$ cat config.mk
export PLATFORM = sky130hd
export DESIGN_NAME = regfile_scoreboard
export DESIGN_NICKNAME = d
export VERILOG_FILES = /design/src/rtl/rf_pkg.sv /design/src/rtl/sb_counter.sv /design/src/rtl/regfile_scoreboard.sv
export SDC_FILE = /design/constraint.sdc
export NUM_CORES = 2
export LEC_CHECK = 0
export BUFFER_PORTS_ARGS = -buffer_cell sky130_fd_sc_hd__buf_2
export CAP_MARGIN = 15
export CORE_UTILIZATION = 60
export DETAILED_ROUTE_END_ITERATION = 10
export GPL_ROUTABILITY_DRIVEN = 0
export PLACE_DENSITY = 0.75
export SLEW_MARGIN = 20
export SYNTH_ARGS = -nofsm -noshare
export SYNTH_HDL_FRONTEND = slang
export SYNTH_SLANG_ARGS = --single-unit
$ cat constraint.sdc
create_clock -name sys_clk -period 5.8 [get_ports sys_clk]
set_input_delay 1.45 -clock sys_clk [delete_from_list [all_inputs] [get_ports sys_clk]]
set_output_delay 1.45 -clock sys_clk [all_outputs]
set_load 0.005 [all_outputs]
$ cat src/rtl/rf_pkg.sv
// rf_pkg: shared constants and sizing helpers for the register file /
// load scoreboard block.
//   REG_ZERO    - architectural register hard-wired to zero
//   addr_width  - register address width for a given register count
//   cnt_width   - scoreboard counter width able to hold 0..max_out
package rf_pkg;

  localparam int REG_ZERO = 0;

  function automatic int addr_width(input int nregs);
    return (nregs > 1) ? $clog2(nregs) : 1;
  endfunction

  function automatic int cnt_width(input int max_out);
    return (max_out > 0) ? $clog2(max_out + 1) : 1;
  endfunction

endpackage

$ cat src/rtl/sb_counter.sv
// sb_counter: one saturating up/down counter with synchronous clear, used to
// track outstanding loads for a single destination register.
// Ports:
//   sys_clk, rst_n - clock, asynchronous active-low reset
//   clr_i          - clear to zero at next edge (wins over everything)
//   en_i           - update enable (low while the pipeline is stalled)
//   inc_i, dec_i   - count up / down; both together leave the count alone
//   cnt_o          - current count
//   nz_o           - count is non-zero
module sb_counter
  import rf_pkg::*;
#(
  parameter int MAX_OUT = 3,
  parameter int CW      = cnt_width(MAX_OUT)
) (
  input  logic          sys_clk,
  input  logic          rst_n,
  input  logic          clr_i,
  input  logic          en_i,
  input  logic          inc_i,
  input  logic          dec_i,
  output logic [CW-1:0] cnt_o,
  output logic          nz_o
);

  localparam logic [CW-1:0] CNT_MAX = CW'(MAX_OUT);

  logic [CW-1:0] cnt_q;
  logic [CW-1:0] cnt_d;

  // Next count: clear first, then saturating inc or floor-clamped dec.
  // A clear is honoured even while stalled so a squash is never lost.
  always_comb begin
    cnt_d = cnt_q;
    if (clr_i) begin
      cnt_d = '0;
    end else if (en_i && inc_i && !dec_i && (cnt_q != CNT_MAX)) begin
      cnt_d = cnt_q + CW'(1);
    end else if (en_i && dec_i && !inc_i && (cnt_q != '0)) begin
      cnt_d = cnt_q - CW'(1);
    end else begin
      cnt_d = cnt_q;
    end
  end

  // Count register.
  always_ff @(posedge sys_clk or negedge rst_n) begin
    if (!rst_n) begin
      cnt_q <= '0;
    end else begin
      cnt_q <= cnt_d;
    end
  end

  assign cnt_o = cnt_q;
  assign nz_o  = (cnt_q != '0);

endmodule

$ cat src/rtl/regfile_scoreboard.sv
// regfile_scoreboard: ID-stage register file with write-back bypass and a
// per-register scoreboard of outstanding loads.
// Ports:
//   sys_clk, rst_n                 - clock, asynchronous active-low reset
//   stall_i                        - blocks register writes and scoreboard updates
//   flush_i                        - clears the scoreboard, masks the bubble
//   rd_en_i / rd_addr_i / rd_data_o - NRD combinational read ports (packed)
//   wb_en_i / wb_addr_i / wb_data_i / wb_is_load_i - write-back port
//   issue_en_i / issue_dst_i / issue_is_load_i     - instruction leaving ID
//   insert_bubble_o                - hold IF/ID and inject a NOP
//   busy_o                         - per-register "loads outstanding" flags
module regfile_scoreboard
  import rf_pkg::*;
#(
  parameter int XLEN    = 32,
  parameter int NREGS   = 32,
  parameter int NRD     = 2,
  parameter int MAX_OUT = 3,
  parameter int AW      = addr_width(NREGS)
) (
  input  logic                sys_clk,
  input  logic                rst_n,
  input  logic                stall_i,
  input  logic                flush_i,
  input  logic [NRD-1:0]      rd_en_i,
  input  logic [NRD*AW-1:0]   rd_addr_i,
  output logic [NRD*XLEN-1:0] rd_data_o,
  input  logic                wb_en_i,
  input  logic [AW-1:0]       wb_addr_i,
  input  logic [XLEN-1:0]     wb_data_i,
  input  logic                wb_is_load_i,
  input  logic                issue_en_i,
  input  logic [AW-1:0]       issue_dst_i,
  input  logic                issue_is_load_i,
  output logic                insert_bubble_o,
  output logic [NREGS-1:0]    busy_o
);

  localparam int            CW      = cnt_width(MAX_OUT);
  localparam logic [AW-1:0] ADDR_R0 = AW'(REG_ZERO);

  logic [XLEN-1:0]             regs_q [NREGS];
  logic [NREGS-1:0][CW-1:0]    cnt_s;
  logic [NREGS-1:0]            nz_s;
  logic                        wb_fire_s;
  logic                        wb_load_fire_s;
  logic                        hazard_s;
  logic                        full_s;
  logic                        bubble_s;

  assign wb_fire_s      = wb_en_i && !stall_i && (wb_addr_i != ADDR_R0);
  assign wb_load_fire_s = wb_en_i && wb_is_load_i && !stall_i;

  // Register 0 has no counter.
  assign cnt_s[0] = '0;
  assign nz_s[0]  = 1'b0;

  // One counter per real register. A load held back by the bubble is not
  // counted, since it stays in ID and re-issues later.
  for (genvar r = 1; r < NREGS; r++) begin : g_sb
    logic inc_s;
    logic dec_s;
    assign inc_s = issue_en_i && issue_is_load_i && !bubble_s &&
                   (issue_dst_i == AW'(r));
    assign dec_s = wb_en_i && wb_is_load_i && (wb_addr_i == AW'(r)) && nz_s[r];
    sb_counter #(
      .MAX_OUT(MAX_OUT),
      .CW     (CW)
    ) u_cnt (
      .sys_clk(sys_clk),
      .rst_n  (rst_n),
      .clr_i  (flush_i),
      .en_i   (!stall_i),
      .inc_i  (inc_s),
      .dec_i  (dec_s),
      .cnt_o  (cnt_s[r]),
      .nz_o   (nz_s[r])
    );
  end

  // Storage write; register 0 is never written so it stays zero.
  always_ff @(posedge sys_clk or negedge rst_n) begin
    if (!rst_n) begin
      for (int r = 0; r < NREGS; r++) begin
        regs_q[r] <= '0;
      end
    end else if (wb_fire_s) begin
      regs_q[wb_addr_i] <= wb_data_i;
    end
  end

  // Read ports with write-back bypass, forced to zero while reset is held.
  always_comb begin
    rd_data_o = '0;
    for (int k = 0; k < NRD; k++) begin
      if (!rst_n || (rd_addr_i[k*AW +: AW] == ADDR_R0)) begin
        rd_data_o[k*XLEN +: XLEN] = '0;
      end else if (wb_fire_s && (wb_addr_i == rd_addr_i[k*AW +: AW])) begin
        rd_data_o[k*XLEN +: XLEN] = wb_data_i;
      end else begin
        rd_data_o[k*XLEN +: XLEN] = regs_q[rd_addr_i[k*AW +: AW]];
      end
    end
  end

  // Load-use hazard: a source with loads in flight stalls, unless exactly one
  // is left and it is retiring right now (the bypass delivers its data).
  always_comb begin
    hazard_s = 1'b0;
    for (int k = 0; k < NRD; k++) begin
      if (rd_en_i[k] && (rd_addr_i[k*AW +: AW] != ADDR_R0) &&
          nz_s[rd_addr_i[k*AW +: AW]] &&
          !((cnt_s[rd_addr_i[k*AW +: AW]] == CW'(1)) && wb_load_fire_s &&
            (wb_addr_i == rd_addr_i[k*AW +: AW]))) begin
        hazard_s = 1'b1;
      end else begin
        hazard_s = hazard_s;
      end
    end
  end

  // A load to a register already at the outstanding limit must wait.
  assign full_s   = issue_en_i && issue_is_load_i &&
                    (cnt_s[issue_dst_i] == CW'(MAX_OUT));
  assign bubble_s = rst_n && !flush_i && (hazard_s || full_s);

  assign insert_bubble_o = bubble_s;
  assign busy_o          = nz_s;

endmodule

==> metrics.txt <==
# TYPE chip_impl_metric gauge
chip_impl_metric{name="fraction_of_synthesized_cell_area_taken_by_the_top_area_cell_type",unit=""} 0.443
chip_impl_metric{name="number_of_antenna_violations_at_the_first_check_in_global_routing",unit=""} 2
chip_impl_metric{name="largest_fanout_on_the_critical_path",unit=""} 35
chip_impl_metric{name="cts_inserted_buffers",unit=""} 115
chip_impl_metric{name="ir_drop",unit="mV"} 0.265
chip_impl_info{name="commonest_non_fill_non_tap_cells_in_the_layout",value="dfrtp_1 (1,086), mux2_2 (993), mux4_2 (655)"} 1
chip_impl_metric{name="syn-cell-area",unit="µm²"} 61400
chip_impl_info{name="criticalPathCategory",value="input pin to output pin"} 1
chip_impl_metric{name="reg2reg_setup_slack",unit="ps"} 1800
chip_impl_metric{name="die-area",unit="µm²"} 104000
chip_impl_metric{name="post-place-ws",unit="ps"} 287
chip_impl_info{name="status",value="completed"} 1
chip_impl_info{name="synth.top_cells.by_area",value="dfrtp_1 (44%), mux4_2 (24%), mux2_2 (18%)"} 1
chip_impl_info{name="timing.critical_path.max_delay_family",value="buffers and inverters"} 1
chip_impl_metric{name="setup_total_negative_slack",unit="ps"} 0
chip_impl_info{name="hold_path.startpoint",value="regs_q[996]$_DFFE_PN0P_"} 1
chip_impl_metric{name="maxCapViolations",unit=""} 0
chip_impl_metric{name="largest_net_degree_at_the_start_of_global_routing",unit=""} 167
chip_impl_metric{name="globalRouteTotalUtil",unit=""} 0.348
chip_impl_info{name="clockRootBuffer",value="clkbuf_16"} 1
chip_impl_info{name="regToRegStartpoint",value="g_sb[11].u_cnt.cnt_o[0]$_DFFE_PN0P_"} 1
chip_impl_metric{name="timing.fmax",unit="MHz"} 184
chip_impl_metric{name="cts_clk_pin_slew_worst_paths",unit="ps"} 60
chip_impl_metric{name="htree_num_levels",unit=""} 3
chip_impl_metric{name="synthToLayoutAreaGrowth",unit="%"} 10.3
chip_impl_info{name="mostFrequentLayoutCell",value="dfrtp_1"} 1
chip_impl_metric{name="finalWorstPathRequiredPeriod",unit="ps"} 5430
chip_impl_metric{name="min_period_over_period",unit=""} 0.936
chip_impl_info{name="post-synth-top-area-cell",value="dfrtp_1"} 1
chip_impl_info{name="worstSetupStartpoint",value="rd_addr_i[0]"} 1
chip_impl_metric{name="routedWlPerCell",unit="µm"} 31.4
chip_impl_metric{name="worstPathRequired",unit="ps"} 4350
chip_impl_metric{name="worst_clock_skew",unit="ps"} 18.3
chip_impl_info{name="timing.critical_path.slowest_stage_cell",value="a211oi_1"} 1
chip_impl_info{name="yosys_most_used_dff",value="dfrtp_1"} 1
chip_impl_metric{name="finalHoldViolations",unit=""} 0
chip_impl_metric{name="cpPeakStageDelay",unit="ps"} 750
chip_impl_metric{name="hpwlAfterDp",unit="µm"} 101000
chip_impl_info{name="worstSetupEndpointType",value="output pin"} 1
chip_impl_metric{name="synth_enable_flop_cells",unit=""} 0
chip_impl_metric{name="arr_time_crit_path",unit="ps"} 3980
chip_impl_metric{name="vias_per_cell",unit=""} 7.22
chip_impl_metric{name="cts_buffer_depth",unit=""} 3
chip_impl_info{name="cts_tree",value="yes"} 1
chip_impl_metric{name="cp_num_buf_inv",unit=""} 3
chip_impl_metric{name="synth_seq_cells",unit=""} 1086
chip_impl_metric{name="drt_pass1_iterations",unit=""} 8
chip_impl_metric{name="synthDistinctLibCells",unit=""} 75
chip_impl_metric{name="rows",unit=""} 116
chip_impl_info{name="cp_cell_sequence",value="buf_8 -> inv_1 -> nand3_1 -> nand2_2 -> a211oi_1 -> buf_2"} 1
chip_impl_metric{name="drive_gt1_frac",unit=""} 0.516
chip_impl_metric{name="vias_after_detailed_routing",unit=""} 40400
chip_impl_metric{name="routed_wl",unit="µm"} 176000
chip_impl_metric{name="synth.net_count",unit=""} 4324
chip_impl_info{name="hp-class",value="flip-flop to flip-flop"} 1
chip_impl_metric{name="timing.slew.headroom",unit=""} 0.265
chip_impl_metric{name="boundaryPins",unit=""} 159
chip_impl_metric{name="grt_overflow_total",unit=""} 0
chip_impl_metric{name="tightest_slew",unit="ps"} 1100
chip_impl_metric{name="drt_iter0_markers",unit=""} 4598
chip_impl_metric{name="postCtsSetupBuffers",unit=""} 0
chip_impl_metric{name="remaining_drc_errors",unit=""} 0
chip_impl_metric{name="sinks_on_the_clock_net",unit=""} 1086
chip_impl_metric{name="synth_sequential_area_ratio",unit=""} 0.443
chip_impl_metric{name="drt.antenna.violating_nets",unit=""} 0
chip_impl_metric{name="io_port_bufs",unit=""} 157
chip_impl_metric{name="netlist_instances",unit=""} 4262
chip_impl_metric{name="synth_async_sr_flop_share",unit=""} 1.00
chip_impl_metric{name="ys_warn_count",unit=""} 0
chip_impl_metric{name="slew_viol_final",unit=""} 0
chip_impl_metric{name="grt_pass1_wl",unit="µm"} 266000
chip_impl_metric{name="setup_viol",unit=""} 0
chip_impl_info{name="setup.worst_path.start_class",value="input pin"} 1
chip_impl_info{name="grt_setup_unrepaired",value="no"} 1
chip_impl_metric{name="start_util",unit=""} 0.610
chip_impl_metric{name="die_height",unit="µm"} 322
chip_impl_metric{name="postSynthAreaPerCell",unit="µm²"} 14.4
chip_impl_metric{name="clock_latency_on_the_worst_skew_pair",unit="ps"} 720
chip_impl_metric{name="die_width",unit="µm"} 322
chip_impl_metric{name="floorplan.core_area",unit="µm²"} 101000
chip_impl_metric{name="cts.hold.buffers_added",unit=""} 0
chip_impl_metric{name="pwr_density_cell",unit="nW/µm²"} 302
chip_impl_metric{name="total_leakage_power",unit="nW"} 29.9
chip_impl_metric{name="final_critical_path_setup_slack",unit="ps"} 373
chip_impl_metric{name="first_global_vias",unit=""} 40800
chip_impl_metric{name="cts.repair.resized",unit=""} 0
chip_impl_metric{name="finalNetCount",unit=""} 4215
cell type report:
| class | instances | area, µm² |
|---|---|---|
| Sequential cell | 1086 | 27200 |
| Fill cell | 6959 | 33000 |
| Clock buffer | 167 | 3360 |
| Multi-Input combinational cell | 2604 | 32100 |
| Tap cell | 1357 | 1700 |
| Timing Repair Buffer | 290 | 2430 |
| Antenna cell | 2 | 5.00 |
| Inverter | 56 | 218 |
| Clock inverter | 43 | 692 |
power breakdown:
part | switching [mW] | internal [mW] | leakage [nW]
clock | 3.15 | 4.76 | 1.99
sequential | 0.679 | 8.49 | 14.5
combinational | 1.38 | 2.01 | 13.4
total | 5.21 | 15.3 | 29.9
registers in the layout (all words and copies together), names as in the netlist:
| signal | count |
|---|---|
| regs_q | 1024 |
| g_sb.u_cnt.cnt_o | 62 |
Yosys cell counts (all sizes together), types with 5 or more instances:
master,instances
a22oi,7
nand2b,16
o31ai,7
a311oi,6
xor2,5
nor3b,28
or4,15
nor4,19
or3b,9
a221oi,11
or3,24
mux4,655
o22ai,7
a211oi,81
nor2b,12
clkbuf,297
nor2,160
dfrtp,1086
a21o,8
o21ai,57
buf,219
mux2,1000
o211ai,13
nand3b,9
inv,56
nor3,51
nand4,11
a31oi,17
o32ai,7
nand3,33
nand2,94
or2,12
mux2i,83
xnor2,6
and3,9
o41ai,12
a21oi,70
layer usage:
metal / vias up / global-route usage / part of all wire
met5: - / 0 / 0.000068
met4: 2 / 0.147 / 0.044
met3: 485 / 0.0675 / 0.084
met2: 2086 / 0.552 / 0.49
met1: 21600 / 0.474 / 0.39
li1: 16300 / - / -
per-stage QoR:
| step | hold WS, ps | cell area [µm²] | power (mW) | utilization | cells |
|---|---|---|---|---|---|
| 2_1_floorplan | 441 | 61400 | 11.6 | - | 4262 |
| 3_3_place_gp | 377 | 63600 | 12.5 | 0.632 | 5392 |
| 3_5_place_dp | 383 | 63600 | 12.6 | 0.632 | 5392 |
| 4_1_cts | 398 | 67700 | 20.5 | 0.672 | 5602 |
| 5_1_grt | 407 | 67700 | 21.1 | 0.672 | 5604 |
| 6_report | 391 | 67700 | 20.5 | 0.672 | 5605 |
kinds of logic (layout without fill, tap and decap cells):
| group | count (synthesis) | in the layout | share of synthesized area |
|---|---|---|---|
| multiplexers | 1738 | 1738 | 0.437 |
| XOR/XNOR | 11 | 11 | 0.00157 |
| AO/OA/AOI/OAI | 337 | 337 | 0.0375 |
| buffers and inverters | 572 | 556 | 0.0380 |
| flip-flops | 1086 | 1086 | 0.443 |
| other | 1 | 3 | 0.0000611 |
| AND/OR/NAND/NOR | 517 | 517 | 0.0430 |
worst paths after layout:
kind | cells after the start | endpoint
worst max-delay path | 6 | rd_data_o[13]
worst min-delay path | 0 | regs_q[996]$_DFFE_PN0P_
worst max register to register | 11 | g_sb[24].u_cnt.cnt_o[0]$_DFFE_PN0P_
worst min register to register | 0 | regs_q[996]$_DFFE_PN0P_
max in group asynchronous | 4 | regs_q[559]$_DFFE_PN0P_
min in group asynchronous | 1 | g_sb[7].u_cnt.cnt_o[1]$_DFFE_PN0P_
Note: power is estimated with default switching activity, not from simulation.
